===== src/rtl/vector_lane_sequencer.sv =====
// rtl/vector_lane_sequencer.sv - element-serial vector instruction sequencer feeding NUM_LANES lanes
// One element per READ/LOAD/ISSUE round trip; lane completions are counted to retire the instruction.
package vector_lane_sequencer_pkg;
  parameter int VECTOR_REG_WIDTH  = 32;
  parameter int NUM_OF_VECTOR_REG = 32;
  typedef enum logic [2:0] {
    SADD = 3'd0, SSUB = 3'd1, SMUL = 3'd2, SDIV = 3'd3,
    FADD = 3'd4, FSUB = 3'd5, FMUL = 3'd6, FDIV = 3'd7
  } function_opcode_t;
endpackage

module vector_lane_sequencer
  import vector_lane_sequencer_pkg::*;
#(
  parameter int NUM_LANES = 4,
  parameter int VLEN      = 16,
  localparam int W  = VECTOR_REG_WIDTH,
  localparam int RW = $clog2(NUM_OF_VECTOR_REG),
  localparam int LW = $clog2(VLEN) + 1
) (
  input  logic                   clk,
  input  logic                   reset,
  input  logic                   instr_vld,
  output logic                   instr_ready,
  input  function_opcode_t       instr_opcode,
  input  logic [RW-1:0]          instr_vd,
  input  logic [RW-1:0]          instr_vs1,
  input  logic [RW-1:0]          instr_vs2,
  input  logic [LW-1:0]          instr_vl,
  output logic                   rf_rd_en,
  output logic [RW-1:0]          rf_rd_reg0,
  output logic [RW-1:0]          rf_rd_reg1,
  output logic [LW-2:0]          rf_rd_idx,
  input  logic [W-1:0]           rf_rd_data0,
  input  logic [W-1:0]           rf_rd_data1,
  output logic [NUM_LANES-1:0]   lane_vld,
  output logic [NUM_LANES*W-1:0] lane_data0,
  output logic [NUM_LANES*W-1:0] lane_data1,
  output logic [RW-1:0]          lane_vec_reg,
  output function_opcode_t       lane_opcode,
  input  logic [NUM_LANES-1:0]   lane_busy,
  input  logic [NUM_LANES-1:0]   lane_result_vld,
  output logic                   instr_done,
  output logic                   instr_err
);
  localparam int PW = $clog2(NUM_LANES + 1);
  localparam int SW = ((LW > PW) ? LW : PW) + 1;

  typedef enum logic [2:0] {IDLE, READ, LOAD, ISSUE, DRAIN, DONE} state_t;

  state_t               state_q, state_d;
  function_opcode_t     opcode_q;
  logic [RW-1:0]        vd_q, vs1_q, vs2_q;
  logic [LW-1:0]        vl_q, elem_idx_q, done_cnt_q, cnt_next;
  logic [W-1:0]         op0_q, op1_q;
  logic                 err_q;
  logic                 accept, bad_instr, issue_fire, last_elem, drained;
  logic [NUM_LANES-1:0] tgt_oh;
  logic [PW-1:0]        pop;
  logic [SW-1:0]        cnt_sum;

  assign accept     = instr_vld && (state_q == IDLE);
  assign bad_instr  = !(instr_opcode inside {SADD, SSUB, SMUL, SDIV}) || (instr_vl > LW'(VLEN));
  assign issue_fire = (state_q == ISSUE) && !(|(lane_busy & tgt_oh));
  assign last_elem  = (elem_idx_q + LW'(1)) >= vl_q;

  always_comb begin
    tgt_oh = '0;
    pop    = '0;
    for (int i = 0; i < NUM_LANES; i++) begin
      tgt_oh[i] = ((int'(elem_idx_q) % NUM_LANES) == i);
      pop       = pop + PW'(lane_result_vld[i]);
    end
  end

  // Completions are summed combinationally so DRAIN can retire on the cycle the last one lands.
  assign cnt_sum  = SW'(done_cnt_q) + SW'(pop);
  assign drained  = cnt_sum >= SW'(vl_q);
  assign cnt_next = drained ? vl_q : cnt_sum[LW-1:0];

  always_ff @(posedge clk or negedge reset) begin
    if (!reset) state_q <= IDLE;
    else        state_q <= state_d;
  end

  always_ff @(posedge clk or negedge reset) begin
    if (!reset) begin
      opcode_q   <= SADD;
      vd_q       <= '0;
      vs1_q      <= '0;
      vs2_q      <= '0;
      vl_q       <= '0;
      elem_idx_q <= '0;
      done_cnt_q <= '0;
      op0_q      <= '0;
      op1_q      <= '0;
      err_q      <= 1'b0;
    end else if (accept) begin
      opcode_q   <= instr_opcode;
      vd_q       <= instr_vd;
      vs1_q      <= instr_vs1;
      vs2_q      <= instr_vs2;
      vl_q       <= instr_vl;
      elem_idx_q <= '0;
      done_cnt_q <= '0;
      err_q      <= bad_instr;
    end else begin
      if (issue_fire) elem_idx_q <= elem_idx_q + LW'(1);
      if (state_q == LOAD) begin
        op0_q <= rf_rd_data0;
        op1_q <= rf_rd_data1;
      end
      if (state_q != IDLE && state_q != DONE) done_cnt_q <= cnt_next;
    end
  end

  always_comb begin
    state_d = state_q;
    case (state_q)
      IDLE:    if (instr_vld) state_d = (bad_instr || instr_vl == '0) ? DONE : READ;
      READ:    state_d = LOAD;
      LOAD:    state_d = ISSUE;
      ISSUE:   if (issue_fire) state_d = last_elem ? DRAIN : READ;
      DRAIN:   if (drained) state_d = DONE;
      DONE:    state_d = IDLE;
      default: state_d = IDLE;
    endcase
  end

  always_comb begin
    instr_ready  = (state_q == IDLE);
    rf_rd_en     = 1'b0;
    rf_rd_reg0   = '0;
    rf_rd_reg1   = '0;
    rf_rd_idx    = '0;
    lane_vld     = '0;
    lane_data0   = '0;
    lane_data1   = '0;
    lane_vec_reg = '0;
    lane_opcode  = SADD;
    instr_done   = 1'b0;
    instr_err    = 1'b0;
    if (state_q == READ) begin
      rf_rd_en   = 1'b1;
      rf_rd_reg0 = vs1_q;
      rf_rd_reg1 = vs2_q;
      rf_rd_idx  = elem_idx_q[LW-2:0];
    end
    if (issue_fire) begin
      lane_vld     = tgt_oh;
      lane_vec_reg = vd_q;
      lane_opcode  = opcode_q;
      for (int i = 0; i < NUM_LANES; i++) begin
        lane_data0[i*W +: W] = tgt_oh[i] ? op0_q : '0;
        lane_data1[i*W +: W] = tgt_oh[i] ? op1_q : '0;
      end
    end
    if (state_q == DONE) begin
      instr_done = 1'b1;
      instr_err  = err_q;
    end
  end
endmodule


===== config.mk =====
export PLATFORM = sky130hd
export DESIGN_NAME = vector_lane_sequencer
export DESIGN_NICKNAME = d
export VERILOG_FILES = /design/src/rtl/vector_lane_sequencer.sv
export SDC_FILE = /design/constraint.sdc
export NUM_CORES = 1
export LEC_CHECK = 0
export BUFFER_PORTS_ARGS = -buffer_cell sky130_fd_sc_hd__buf_2
export CORE_ASPECT_RATIO = 0.6
export CORE_MARGIN = 4
export CORE_UTILIZATION = 40
export DETAILED_ROUTE_END_ITERATION = 10
export GPL_TIMING_DRIVEN = 0
export PLACE_DENSITY = 0.73
export SLEW_MARGIN = 20
export SYNTH_ARGS = -nofsm -noshare
export SYNTH_HDL_FRONTEND = slang
export SYNTH_SLANG_ARGS = --single-unit

===== constraint.sdc =====
create_clock -name clk -period 2.9 [get_ports clk]
set_input_delay 0 -clock clk [delete_from_list [all_inputs] [get_ports clk]]
set_output_delay 0 -clock clk [all_outputs]
set_load 0.03 [all_outputs]

==> results by group <==
Timing
  • Worst Tran Pin Value: 0.833 ns
  • Clock skew: 0.00876 ns
  • Crit path setup slack, layout: 0.115 ns
  • Slew Limit Fails: 0
  • Period utilization: 96.0%
  • Setup-failing EPs final: 0
  • Fmax: 0.359 GHz
  • Crit path time final: 2.78 ns
  • Relative slew slack: 44.4%
  • Hold Slack: 0.109 ns
  • Fin. Hold Viols: 0

Pwr
  • Peak VDD IR: 0.433 mV
  • PD cells: 1060 nW/um2
  • Leakage Power: 6.42 nW
  • Total power: 0.0109 W

Placement
  • Input/output buffers: 383
  • Area after DPL: 9020 um2
  • Place WS: -0.227 ns
  • Post-DP HPWL: 20400 um
  • Routability cong.: 0.880

Run
  • Max-cap violations: 0

GRT
  • Grt ovf: 0
  • Largest net degree at the start of global routing: 73
  • Busiest layer in global routing: met2
  • GR Util met2: 48.2%
  • Total track usage: 27.4%
  • Vias in the first global route: 7339
  • First-pass GRT wire length: 41200 um
  • M1 GR Usage: 35.5%
  • M3 GR Usage: 4.75%
  • Initial antenna violation count: 0

Synthesis
  • Post-synthesis mux area share: 11.5%
  • Largest family of logic cells by synthesized area: simple AND/OR/NAND/NOR gates
  • Post-Synth XOR/XNOR Area: 1.03%
  • Number of library cell types mapped by synthesis: 44
  • Syn Area/Cell: 9.69 um2
  • FF+latch count, synth: 101
  • Syn nets: 816
  • Post-synthesis adder-cell area fraction: 3.65%
  • Yosys warns: 0
  • Top_reg_cell synth: dfrtp_1
  • Post-synth EDFFs: 0
  • Register area share after synthesis: 37.3%
  • Mapped Area: 6780 um2
  • Async S/R FF share, synth: 100%
  • Gate Count Post-Synth: 700
  • Post-synthesis compound-gate area fraction: 3.86%
  • Synth Area in Simple Gates: 32.3%

Floorplanning
  • Core Rows: 36
  • I/O pin cnt: 384
  • Die Ht: 109 um
  • DIE WIDTH: 176 um
  • Core ar.: 16400 um2
  • Initial Util: 41.3%
  • Area of the die: 19200 um2

Clock network
  • CTS H-Tree Depth: 3
  • TritonCTS buffer count: 9
  • Max clock buf depth: 2
  • CTS root buffer: clkbuf_16
  • Clock tree from TritonCTS: done
  • Sinks on Clock Net: 101
  • Latest clock arrival within the worst-skew pair: 0.34 ns
  • Clock slew seen by the registers of the worst setup and hold paths: 0.08 ns

Setup path
  • Delay-heaviest family, CP: adder cells
  • R2r startpoint: done_cnt_q[0]
  • Reg-to-reg critical path endpoint: state_q[0]
  • R2R cell count: 12
  • Worst Setup End Kind: flop
  • Slowest stage delay, CP: 0.41 ns
  • Crit path kind: reg -> reg
  • CP bufs+invs: 4
  • Arrival time of the worst setup path: 3.02 ns
  • Critical Path Start Type: flop
  • Slowest CP cell: fa_1
  • Crit path max fanout: 8
  • R2R setup slack: 0.12 ns
  • Critical path, cell by cell: inv_1, fa_1, inv_1, fa_1, nand3_1, xnor2_1, ha_1, o21ai_1, o311ai_4, buf_12, inv_2, a222oi_1
  • Req. time, crit path: 3.13 ns

Outcome
  • Outcome: finished, final reports clean

Detailed routing
  • 1st-pass router iterations: 5
  • DR vias: 7464
  • Final antenna-violating net count: 0
  • DRC viols: 0
  • Iter 0 DRT Violations: 541
  • WL per Instance: 19.6 um
  • Routed vias/inst: 5.25
  • Routed WL: 27900 um

Final layout
  • Area growth from synthesis to layout: 51.2%
  • Share of cells above drive strength 1: 44.1%
  • FILL cells: 1430
  • Final #Nets: 1303
  • Fin util: 62.4%
  • Design Area, Final: 10300 um2

Hold path
  • Worst min-delay path class: in -> async
[how the worst max path moves through the flow]
stage	end	startpoint	slack (ns)	depth (start not counted)
finish	state_q[0]	done_cnt_q[0]	0.12	12
global route	done_cnt_q[1]	done_cnt_q[0]	-0.05	11
CTS	state_q[0]	done_cnt_q[0]	0.05	11
detailed placement	state_q[0]	elem_idx_q[0]	-0.23	8
global placement	state_q[0]	elem_idx_q[0]	-0.19	8
floorplan	state_q[0]	lane_result_vld[0]	0.15	10
[power by group]
group / switching [W] / internal (W) / leakage (nW)
Combinational: 0.00404 / 0.00280 / 5.08
Clock: 0.000579 / 0.000592 / 0.127
Sequential: 0.000761 / 0.00212 / 1.21
[metrics by stage]
step | instances | TNS (ns)
CTS | 1417 | 0
finish | 1421 | 0
global placement | 1311 | -0.920
global route | 1420 | -0.0960
detailed placement | 1312 | -1.21
floorplan | 700 | 0
[metal layers]
layer | wire, um | vias up | share of wire (%)
met5 | 0 | - | 0
met4 | 487 | 0 | 1.7
met3 | 1860 | 38 | 6.7
met2 | 13800 | 339 | 50
met1 | 11700 | 3654 | 42
li1 | - | 3433 | -
[worst reg2reg max path, delay by kind of cell (launching register included)]
family / cells / cell delay [ns]
xor+xnor: 1 / 0.17
compound gates: 3 / 0.70
fa+ha+maj: 3 / 0.97
simple gates: 1 / 0.13
buf+inv: 4 / 0.36
flops: 1 / 0.34
[layout by cell type, fill, tap and decap left out, drive strengths merged, types with 2 or more instances in the layout]
cell type / Yosys / routed
clkinvlp: 0 / 3
dlygate4sd3: 0 / 89
o2bb2ai: 2 / 2
nor2b: 3 / 3
nand2b: 3 / 3
a222oi: 2 / 2
inv: 14 / 16
buf: 44 / 430
a211oi: 2 / 2
ha: 15 / 15
nand3: 4 / 4
xor2: 3 / 3
nand2: 73 / 73
o211ai: 2 / 2
nor2: 5 / 5
mux2i: 5 / 5
clkbuf: 31 / 42
mux2: 65 / 65
dfrtp: 101 / 101
a21oi: 2 / 2
o21ai: 16 / 16
xnor2: 5 / 5
and2: 28 / 28
and3: 257 / 257
fa: 3 / 3
o31ai: 2 / 2
nor3: 3 / 3
[state kept, by name (all words and copies together) (netlist names)]
| name | cells |
|---|---|
| elem_idx_q | 5 |
| op0_q | 32 |
| op1_q | 32 |
| opcode_q | 3 |
| vs1_q | 5 |
| err_q | 1 |
| state_q | 3 |
| vs2_q | 5 |
| done_cnt_q | 5 |
| vl_q | 5 |
| vd_q | 5 |
[synth_stat cells, types with 2 or more instances]
| master | count | area share, % |
|---|---|---|
| buf_12 | 2 | 0.59 |
| a211oi_1 | 2 | 0.22 |
| mux2_2 | 65 | 11 |
| o2bb2ai_1 | 2 | 0.26 |
| xnor2_1 | 5 | 0.65 |
| buf_2 | 9 | 0.66 |
| nor2b_1 | 3 | 0.28 |
| buf_8 | 21 | 4.6 |
| inv_1 | 13 | 0.72 |
| nand2b_1 | 3 | 0.28 |
| nand3_1 | 4 | 0.30 |
| ha_1 | 15 | 2.8 |
| clkbuf_1 | 31 | 1.7 |
| o21ai_0 | 16 | 1.2 |
| o31ai_1 | 2 | 0.22 |
| nor2_1 | 4 | 0.22 |
| nand2_1 | 73 | 4.0 |
| fa_1 | 3 | 0.89 |
| nor3_1 | 2 | 0.15 |
| o211ai_1 | 2 | 0.22 |
| and3_1 | 257 | 24 |
| dfrtp_1 | 101 | 37 |
| xor2_1 | 3 | 0.39 |
| a222oi_1 | 2 | 0.30 |
| mux2i_1 | 5 | 0.74 |
| and2_1 | 26 | 2.4 |
| buf_6 | 12 | 2.0 |
[cell type report]
class                           instances  area, um2  share of cell area [%]
Antenna cell                            1       2.50                  0.0244
Multi-Input combinational cell        510       3570                    34.9
Sequential cell                       101       2530                    24.7
Timing Repair Buffer                  476       2880                    28.1
Clock inverter                          6       47.5                   0.464
Tap cell                              228        285                    2.78
Inverter                               14       52.6                   0.513
Buffer                                 75        654                    6.38
Clock buffer                           10        229                    2.23
[logic make-up after synthesis]
group	count (synthesis)
buf+inv	89
flops	101
xor+xnor	8
mux	70
fa+ha+maj	18
simple gates	380
compound gates	34
[repair_timing]
item                                    CTS  global route
endpoints found under the setup margin    2           171
buffers inserted                          0             3
resized for setup                         2             8
hold endpoints to repair                190             0
pin swaps                                 0             4
hold buffers                             89             0
Power figures use the tool's default switching activity.
